[src/rtl/mem_access_unit.sv]
// MEM-stage load/store unit: request/ack data-memory transaction with byte lanes and load extension.
// Optional bus timeout when DMEM_TIMEOUT_EN is defined.
module mem_access_unit #(
  parameter int unsigned TIMEOUT_CYCLES = 255
) (
  input  logic        clk,
  input  logic        rstn,
  input  logic        valid_i,
  input  logic        mem_write_i,
  input  logic        mem_read_i,
  input  logic [2:0]  dm_type_i,
  input  logic [31:0] addr_i,
  input  logic [31:0] wdata_i,
  output logic        stall_o,
  output logic [31:0] rdata_o,
  output logic        rdata_valid_o,
  output logic        misalign_o,
  output logic        err_o,
  output logic        dmem_req_o,
  output logic        dmem_we_o,
  output logic [31:0] dmem_addr_o,
  output logic [3:0]  dmem_be_o,
  output logic [31:0] dmem_wdata_o,
  input  logic        dmem_ack_i,
  input  logic [31:0] dmem_rdata_i
);

  if (TIMEOUT_CYCLES == 0) begin : g_bad_timeout
    $error("TIMEOUT_CYCLES must be nonzero");
  end

  typedef enum logic [1:0] {IDLE, BUSY, DONE} state_t;

  state_t      state_q;
  logic        req_q, we_q, rvalid_q;
  logic [31:0] addr_q, wdata_q, rdata_q;
  logic [3:0]  be_q;
  logic [2:0]  type_q;
  logic [1:0]  off_q;

  logic        start, aligned, is_half, is_byte;
  logic [2:0]  type_d;
  logic [3:0]  be_d;
  logic [31:0] wdata_d, ld_d;
  logic [15:0] ld_half;
  logic [7:0]  ld_byte;

  assign start = valid_i & (mem_write_i | mem_read_i);

  // Unused codes fold to word; stores have no signedness, so fold unsigned onto signed.
  always_comb begin
    type_d = (dm_type_i > 3'd4) ? 3'd0 : dm_type_i;
    if (mem_write_i && type_d == 3'd2) type_d = 3'd1;
    if (mem_write_i && type_d == 3'd4) type_d = 3'd3;
  end

  assign is_half = (type_d == 3'd1) || (type_d == 3'd2);
  assign is_byte = (type_d == 3'd3) || (type_d == 3'd4);
  assign aligned = is_byte | (is_half & ~addr_i[0]) | (addr_i[1:0] == 2'b00);

  always_comb begin
    be_d    = 4'b1111;
    wdata_d = wdata_i;
    if (mem_write_i && is_byte) begin
      be_d    = 4'b0001 << addr_i[1:0];
      wdata_d = {4{wdata_i[7:0]}};
    end else if (mem_write_i && is_half) begin
      be_d    = 4'b0011 << {addr_i[1], 1'b0};
      wdata_d = {2{wdata_i[15:0]}};
    end
  end

  always_comb begin
    ld_half = off_q[1] ? dmem_rdata_i[31:16] : dmem_rdata_i[15:0];
    case (off_q)
      2'd0:    ld_byte = dmem_rdata_i[7:0];
      2'd1:    ld_byte = dmem_rdata_i[15:8];
      2'd2:    ld_byte = dmem_rdata_i[23:16];
      default: ld_byte = dmem_rdata_i[31:24];
    endcase
    case (type_q)
      3'd1:    ld_d = {{16{ld_half[15]}}, ld_half};
      3'd2:    ld_d = {16'h0000, ld_half};
      3'd3:    ld_d = {{24{ld_byte[7]}}, ld_byte};
      3'd4:    ld_d = {24'h000000, ld_byte};
      default: ld_d = dmem_rdata_i;
    endcase
  end

`ifdef DMEM_TIMEOUT_EN
  localparam int CW = (TIMEOUT_CYCLES > 255) ? $clog2(TIMEOUT_CYCLES + 1) : 8;
  logic [CW-1:0] cnt_q;
  logic          err_q;
  assign err_o = err_q;
`else
  assign err_o = 1'b0;
`endif

  always_ff @(posedge clk or negedge rstn) begin
    if (!rstn) begin
      state_q  <= IDLE;
      req_q    <= 1'b0;
      we_q     <= 1'b0;
      rvalid_q <= 1'b0;
      addr_q   <= '0;
      wdata_q  <= '0;
      rdata_q  <= '0;
      be_q     <= '0;
      type_q   <= '0;
      off_q    <= '0;
`ifdef DMEM_TIMEOUT_EN
      cnt_q    <= '0;
      err_q    <= 1'b0;
`endif
    end else begin
      case (state_q)
        IDLE: begin
          if (start && aligned) begin
            req_q   <= 1'b1;
            we_q    <= mem_write_i;
            addr_q  <= {addr_i[31:2], 2'b00};
            be_q    <= be_d;
            wdata_q <= wdata_d;
            type_q  <= type_d;
            off_q   <= addr_i[1:0];
            state_q <= BUSY;
`ifdef DMEM_TIMEOUT_EN
            cnt_q   <= '0;
`endif
          end
        end
        BUSY: begin
          if (dmem_ack_i) begin
            req_q   <= 1'b0;
            state_q <= DONE;
            if (!we_q) begin
              rdata_q  <= ld_d;
              rvalid_q <= 1'b1;
            end
          end
`ifdef DMEM_TIMEOUT_EN
          else if (cnt_q == CW'(TIMEOUT_CYCLES - 1)) begin
            req_q   <= 1'b0;
            err_q   <= 1'b1;
            rdata_q <= '0;
            state_q <= DONE;
          end else begin
            cnt_q <= cnt_q + 1'b1;
          end
`endif
        end
        DONE: begin
          rvalid_q <= 1'b0;
`ifdef DMEM_TIMEOUT_EN
          err_q    <= 1'b0;
`endif
          state_q  <= IDLE;
        end
        default: state_q <= IDLE;
      endcase
    end
  end

  assign misalign_o    = (state_q == IDLE) & start & ~aligned;
  assign stall_o       = rstn & (((state_q == IDLE) & start & aligned) | (state_q == BUSY));
  assign rdata_o       = rdata_q;
  assign rdata_valid_o = rvalid_q;
  assign dmem_req_o    = req_q;
  assign dmem_we_o     = we_q;
  assign dmem_addr_o   = addr_q;
  assign dmem_be_o     = be_q;
  assign dmem_wdata_o  = wdata_q;

endmodule

[config.mk]
export PLATFORM = sky130hd
export DESIGN_NAME = mem_access_unit
export DESIGN_NICKNAME = d
export VERILOG_FILES = /design/src/rtl/mem_access_unit.sv
export SDC_FILE = /design/constraint.sdc
export NUM_CORES = 1
export LEC_CHECK = 0
export ABC_AREA = 0
export CORE_ASPECT_RATIO = 1.25
export CORE_MARGIN = 2
export CORE_UTILIZATION = 45
export CTS_CLUSTER_DIAMETER = 150
export DETAILED_ROUTE_END_ITERATION = 10
export PLACE_DENSITY = 0.82
export SYNTH_ARGS = -nofsm -noshare
export SYNTH_HDL_FRONTEND = slang
export SYNTH_SLANG_ARGS = --single-unit
[constraint.sdc]
create_clock -name clk -period 2.02 [get_ports clk]
set_input_delay 0.202 -clock clk [delete_from_list [all_inputs] [get_ports clk]]
set_output_delay 0.202 -clock clk [all_outputs]
set_load 0.005 [all_outputs]
* Word-level counts from Yosys, hierarchy flattened
Index checks and enable logic that the tools add are counted.
** Storage, ports and cells
- Logic and storage cells :: 79
- ROM bits :: 0
- Latch bits :: 0
- Bits in writable memories :: 0
- Memories kept :: 0
- Register bits :: 108
** Operators by class
- $mul :: 0
- Bitwise gates (word level) :: 13
- Shift operators :: 2
- $add $sub $neg :: 0
- Div/mod/pow operators :: 0
- Reduce and logical (&&, ||, !) cells :: 17
- Magnitude comparators :: 1
- Mux-type cells :: 19
- Eq/ne operators :: 17
** Operators with widths (number)
- 32-bit one-hot mux with 4 select lines :: 1
- 32-bit two-way mux :: 2
- 8-bit one-hot mux with 3 select lines :: 1
- 16-bit two-way mux :: 1
- 3-bit by 2-bit == test with 1-bit output, second input constant :: 5
- 3-bit == test, second input constant :: 3
- 3-bit two-way mux :: 3
- 3-bit AND reduction :: 3
- 4-bit two-way mux :: 2
- 1-bit AND :: 6
- 3-bit by 1-bit == test with 1-bit output, second input constant :: 2
- 2-bit zero test :: 3
- 2-bit inequality test, second input constant :: 3
- 1-bit logical AND :: 5
- 2-bit by 1-bit == test with 1-bit output, second input constant :: 2
- 2-bit == test, second input constant :: 2
- 1-bit two-way mux :: 4
- 2-bit two-way mux :: 2
- 1-bit bitwise OR :: 4
- 1-bit one-hot mux with 2 select lines :: 2
- 2-bit one-hot mux with 2 select lines :: 1
- 2-bit AND reduction :: 2
- 2-bit nonzero test :: 2
- 1-bit by 2-bit left shift with 4-bit output, first input constant :: 1
- other kinds (4) :: 7

* Logic depth before layout (Yosys ltp)
- Depth in word-level cells :: 16
- Depth in mapped cells :: 7
- Depth with buffers taken out :: 5

* Worst setup path before layout
Ideal clock, no wire load.
- Path type :: register to register
- From :: reg off_q[0]
- To :: reg rdata_q[21] (netlist: rdata_o[21])
- Data arrival time :: 1.666 ns
- Clock period less this slack :: 1.789 ns
- Buffers on the path :: 2
- Cell stages (with the launch flop) :: 8
- Setup time :: 0.122 ns
- Setup slack :: 0.231 ns
- Cells stage by stage :: dfrtp_1 > buf_2 > mux4_2 > nand2_1 > o21ai_1 > a21oi_2 > buf_4 > a21oi_1
** Between the ends
- Cells in the longest elaborated chain, start to end :: 3
- Elaborated cells between the ends (all ways) :: 5
- Classes of those cells :: eq/ne: 2; mux: 2; reduce/logical: 1
** Ends and longest elaborated chain
- start: declaration :: line 39 : logic [1:0] off_q;
- start signal: assignment :: line 125 : off_q <= addr_i[1:0];
- 2-bit == test (tied with other cells) :: line 75 : case (off_q)
- 8-bit one-hot mux with 3 select lines (*) :: line 75
- 32-bit one-hot mux with 4 select lines (*) :: line 81 : case (type_q)
- end signal: assignment :: line 137 : rdata_q <= ld_d;
- end: declaration :: line 36 : logic [31:0] addr_q, wdata_q, rdata_q;
Every way passes the cells marked *; elsewhere a longest branch is shown, timed or not.
A chain may end at the register's enable or synchronous reset.

* Worst setup path in the final report
- From :: in dm_type_i[0]
- To :: out stall_o
** Between the ends
- Cells in the longest elaborated chain, start to end :: 16
- Elaborated cells between the ends (all ways) :: 20
- Classes of those cells :: order compare: 1; eq/ne: 6; mux: 3; bitwise: 6; reduce/logical: 4
** Ends and longest elaborated chain
- start: declaration :: line 11 : input logic [2:0] dm_type_i,
- 3-bit greater-than comparator :: line 52 : type_d = (dm_type_i > 3'd4) ? 3'd0 : dm_type_i;
- 3-bit two-way mux (*) :: line 52
- 3-bit by 2-bit == test with 1-bit output :: line 53 : if (mem_write_i && type_d == 3'd2) type_d = 3'd1;
- 1-bit logical AND :: line 53
- 3-bit two-way mux (*) :: line 53
- 3-bit == test :: line 54 : if (mem_write_i && type_d == 3'd4) type_d = 3'd3;
- 1-bit logical AND :: line 54
- 3-bit two-way mux (*) :: line 54
- 3-bit by 1-bit == test with 1-bit output or 3-bit by 2-bit == test with 1-bit output (tied branches) :: line 57 : assign is_half = (type_d == 3'd1) || (type_d == 3'd2);
- 1-bit logical OR :: line 57
- 1-bit AND :: line 59 : assign aligned = is_byte | (is_half & ~addr_i[0]) | (addr_i[1:0] == 2'b00);
- 1-bit bitwise OR (*) (2 in a row) :: line 59
- 1-bit AND (*) :: line 165 : assign stall_o = rstn & (((state_q == IDLE) & start & aligned) | (state_q == BUSY));
- 1-bit bitwise OR (*) :: line 165
- 1-bit AND (*) :: line 165
- end: declaration :: line 14 : output logic stall_o,
Marks and branches as above.

==> flow_summary.toml <==
[placed_design]
portBuffers = 207
gp_congestion = 0.9089
place_area_mm2 = 0.008026
hpwl_um = 12160
dp_slack_ns = -0.3252

[routing]
detail_route.wl_per_cell_um = 18.28
drt-total-wl_um = 16090
vias_per_cell = 5.401
dr.pass1.iters = 5
drc = 0
antenna_left = 0
drtIter0Drc = 166
via_count = 4753

[timing]
setup_viol = 0
fin_hold_ws_ns = 0.4611
fin_crit_ns = 1.882
setup_ws_ns = 0.1381
finalHoldViolations = 0
slew_headroom_pct = 58.22
slew_viol_final = 0
fmax_ghz = 0.5314
clock_skew_ns = 0.01125
post-route-period-util_pct = 93.17
worst_pin_slew_ns = 0.6244
rsz0062_at_grt = "no"

[pwr]
p_total_uw = 9804
vdd_drop_max_uv = 622.6
powerDensity_mw_per_mm2 = 1173
cellLeakagePower_uw = 0.003664

[setup_path]
arrival_ns = 1.68
crit_path_end_kind = "output port"
worst_r2r_endpoint = "rdata_o[6]$_DFFE_PN0P_"
r2r_slack_ns = 0.16
crit-reg2reg-launch = "off_q[1]$_DFFE_PN0P_"
path_class = "in -> out"
crit_path_max_fanout = 2
cp-startpoint = "dm_type_i[0]"
crit_required_ns = 1.82
start_kind = "input port"
reg2regPathDepth = 5

[die]
num_rows = 45
io_pins = 211
die_w_um = 103.3
die-area_mm2 = 0.01324
start_util_pct = 45.83
core-area_mm2 = 0.01211
die_y_um = 128.1

[clocking]
clkSlewWorstSetupHoldPaths_ns = 0.08
cts_buffer_depth = 2
clock_latency_ns = 0.35
cts_inserted_buffers = 9
cts_tree = "built"
post_cts_buffers = 0
cts_sinks = 108
htreeDepth = 3
cts_root_buf = "clkbuf_16"

[synth]
ys_seq_area_share_pct = 48.71
netlist_instances = 477
yosys.cell_types.count = 46
ys.flop_type = "dfrtp_1"
synth_top_area_cell = "dfrtp_1"
synth_top_area_share_pct = 48.71
synthTopCellsByCount = "108 x dfrtp_1, 48 x mux2_2, 47 x nor2_1"
synth_area_leaders = "dfrtp_1 49%, mux2_4 12%, mux2_2 9.7%"
synthesis.area_mm2 = 0.005548
avgSynthCellArea_um2 = 11.63
synth_edf_count = 0
ys_ff_latch = 108
async_reset_ff_share_pct = 100.0
ys_warn_count = 0
yosysMostFrequentCell = "dfrtp_1"

[cells_and_area]
diodes = 0
drive_gt1_share_pct = 23.60
area_growth_pct = 50.65
design_area_mm2 = 0.008358
nets = 816

[global_routing]
grt_usage_pct = 24.75
grt_overflow = 0
grt_pass1_wl_um = 25240
antenna_found_initial = 0
grt_pass1_vias = 4963
grt_max_degree = 109

[min_path]
whs_endpoint = "dmem_addr_o[20]$_DFFE_PN0P_"
hold_depth = 2
hold_start = "addr_i[20]"
holdCritPathClass = "in -> reg"

[outcome]
status = "completed"

[run]
cap_viol_max_count = 0
-- registers in the layout, indices dropped and copies added (netlist names) --
register,count
off_q,2
dmem_we_o,1
rdata_valid_o,1
dmem_addr_o,30
rdata_o,32
type_q,3
state_q,2
dmem_wdata_o,32
dmem_be_o,4
dmem_req_o,1
-- through the flow --
stage	setup TNS, ns	std cells	util, %
after detailed placement	-14.51	863	66.30
after floorplan	0	479	-
final	0	880	69.04
after global routing	0	880	69.04
after CTS	0	880	68.97
after global placement	-12.96	863	66.30
-- layout by cell type, fill, tap and decap left out, drive strengths merged, types with 2 or more instances in the layout --
| master | instances |
|---|---|
| nand3b | 3 |
| nor3b | 2 |
| clkinv | 4 |
| o221ai | 8 |
| nor2 | 47 |
| xnor2 | 3 |
| nand2b | 2 |
| mux2 | 92 |
| clkbuf | 10 |
| o21ai | 12 |
| conb | 3 |
| inv | 13 |
| nor2b | 2 |
| a21oi | 37 |
| a31oi | 8 |
| nor3 | 3 |
| dfrtp | 108 |
| nand3 | 3 |
| clkdlybuf4s50 | 204 |
| buf | 45 |
| o211ai | 2 |
| a221oi | 7 |
| mux2i | 25 |
| a32oi | 2 |
| a21o | 2 |
| nand2 | 42 |
| o22ai | 15 |
-- how the worst max path moves through the flow --
stage	slack, ns	to	cells after the start
finish	0.14	stall_o	7
global route	0.0007	dmem_wdata_o[23]$_DFFE_PN0P_	8
CTS	0.004	stall_o	7
detailed placement	-0.33	stall_o	7
global placement	-0.31	stall_o	7
floorplan	0.23	rdata_o[21]$_DFFE_PN0P_	7
-- cell type report --
type | instances | area (µm²)
clock buffer | 9 | 225.2
clock inverter | 7 | 78.83
fill | 873 | 3747
inverter | 10 | 37.54
multi-input combinational | 330 | 2655
sequential | 108 | 2703
tap | 164 | 205.2
timing repair buffer | 252 | 2454
-- logic make-up after synthesis --
kind of cell             count (synthesis)  synth area share, %
other                                    1              0.06759
flip-flops                             108                48.71
buffers and inverters                   41                4.262
multiplexers                           118                26.57
AND/OR/NAND/NOR                        106                8.029
AO/OA/AOI/OAI                           98                11.52
adder cells (fa/ha/maj)                  1               0.2030
XOR/XNOR                                 4               0.6316
-- metal layers --
layer	share of wire (%)	track usage (%)
met3	9.5	6.979
met5	0	0
met4	2.4	10.45
met2	52	43.09
met1	37	28.01
-- timing repair --
action,4_1_cts,5_1_grt
endpoints found under the hold margin,108,0
hold buffers,1,0
endpoints found under the setup margin,2,10
resized for setup,5,3
-- where the power goes --
group / total (µW) / switching [µW] / internal, µW
sequential: 3580 / 550 / 3030
clock: 1770 / 889 / 881
combinational: 4460 / 1630 / 2830
total: 9800 / 3070 / 6730
-- critical path: stages --
cell             delay (ns)
clkdlybuf4s50_1        0.49
inv_2                  0.05
maj3_2                 0.34
o221ai_4               0.21
nand2b_4               0.07
a21boi_0               0.16
clkbuf_2               0.17
Power figures use the tool's default switching activity.
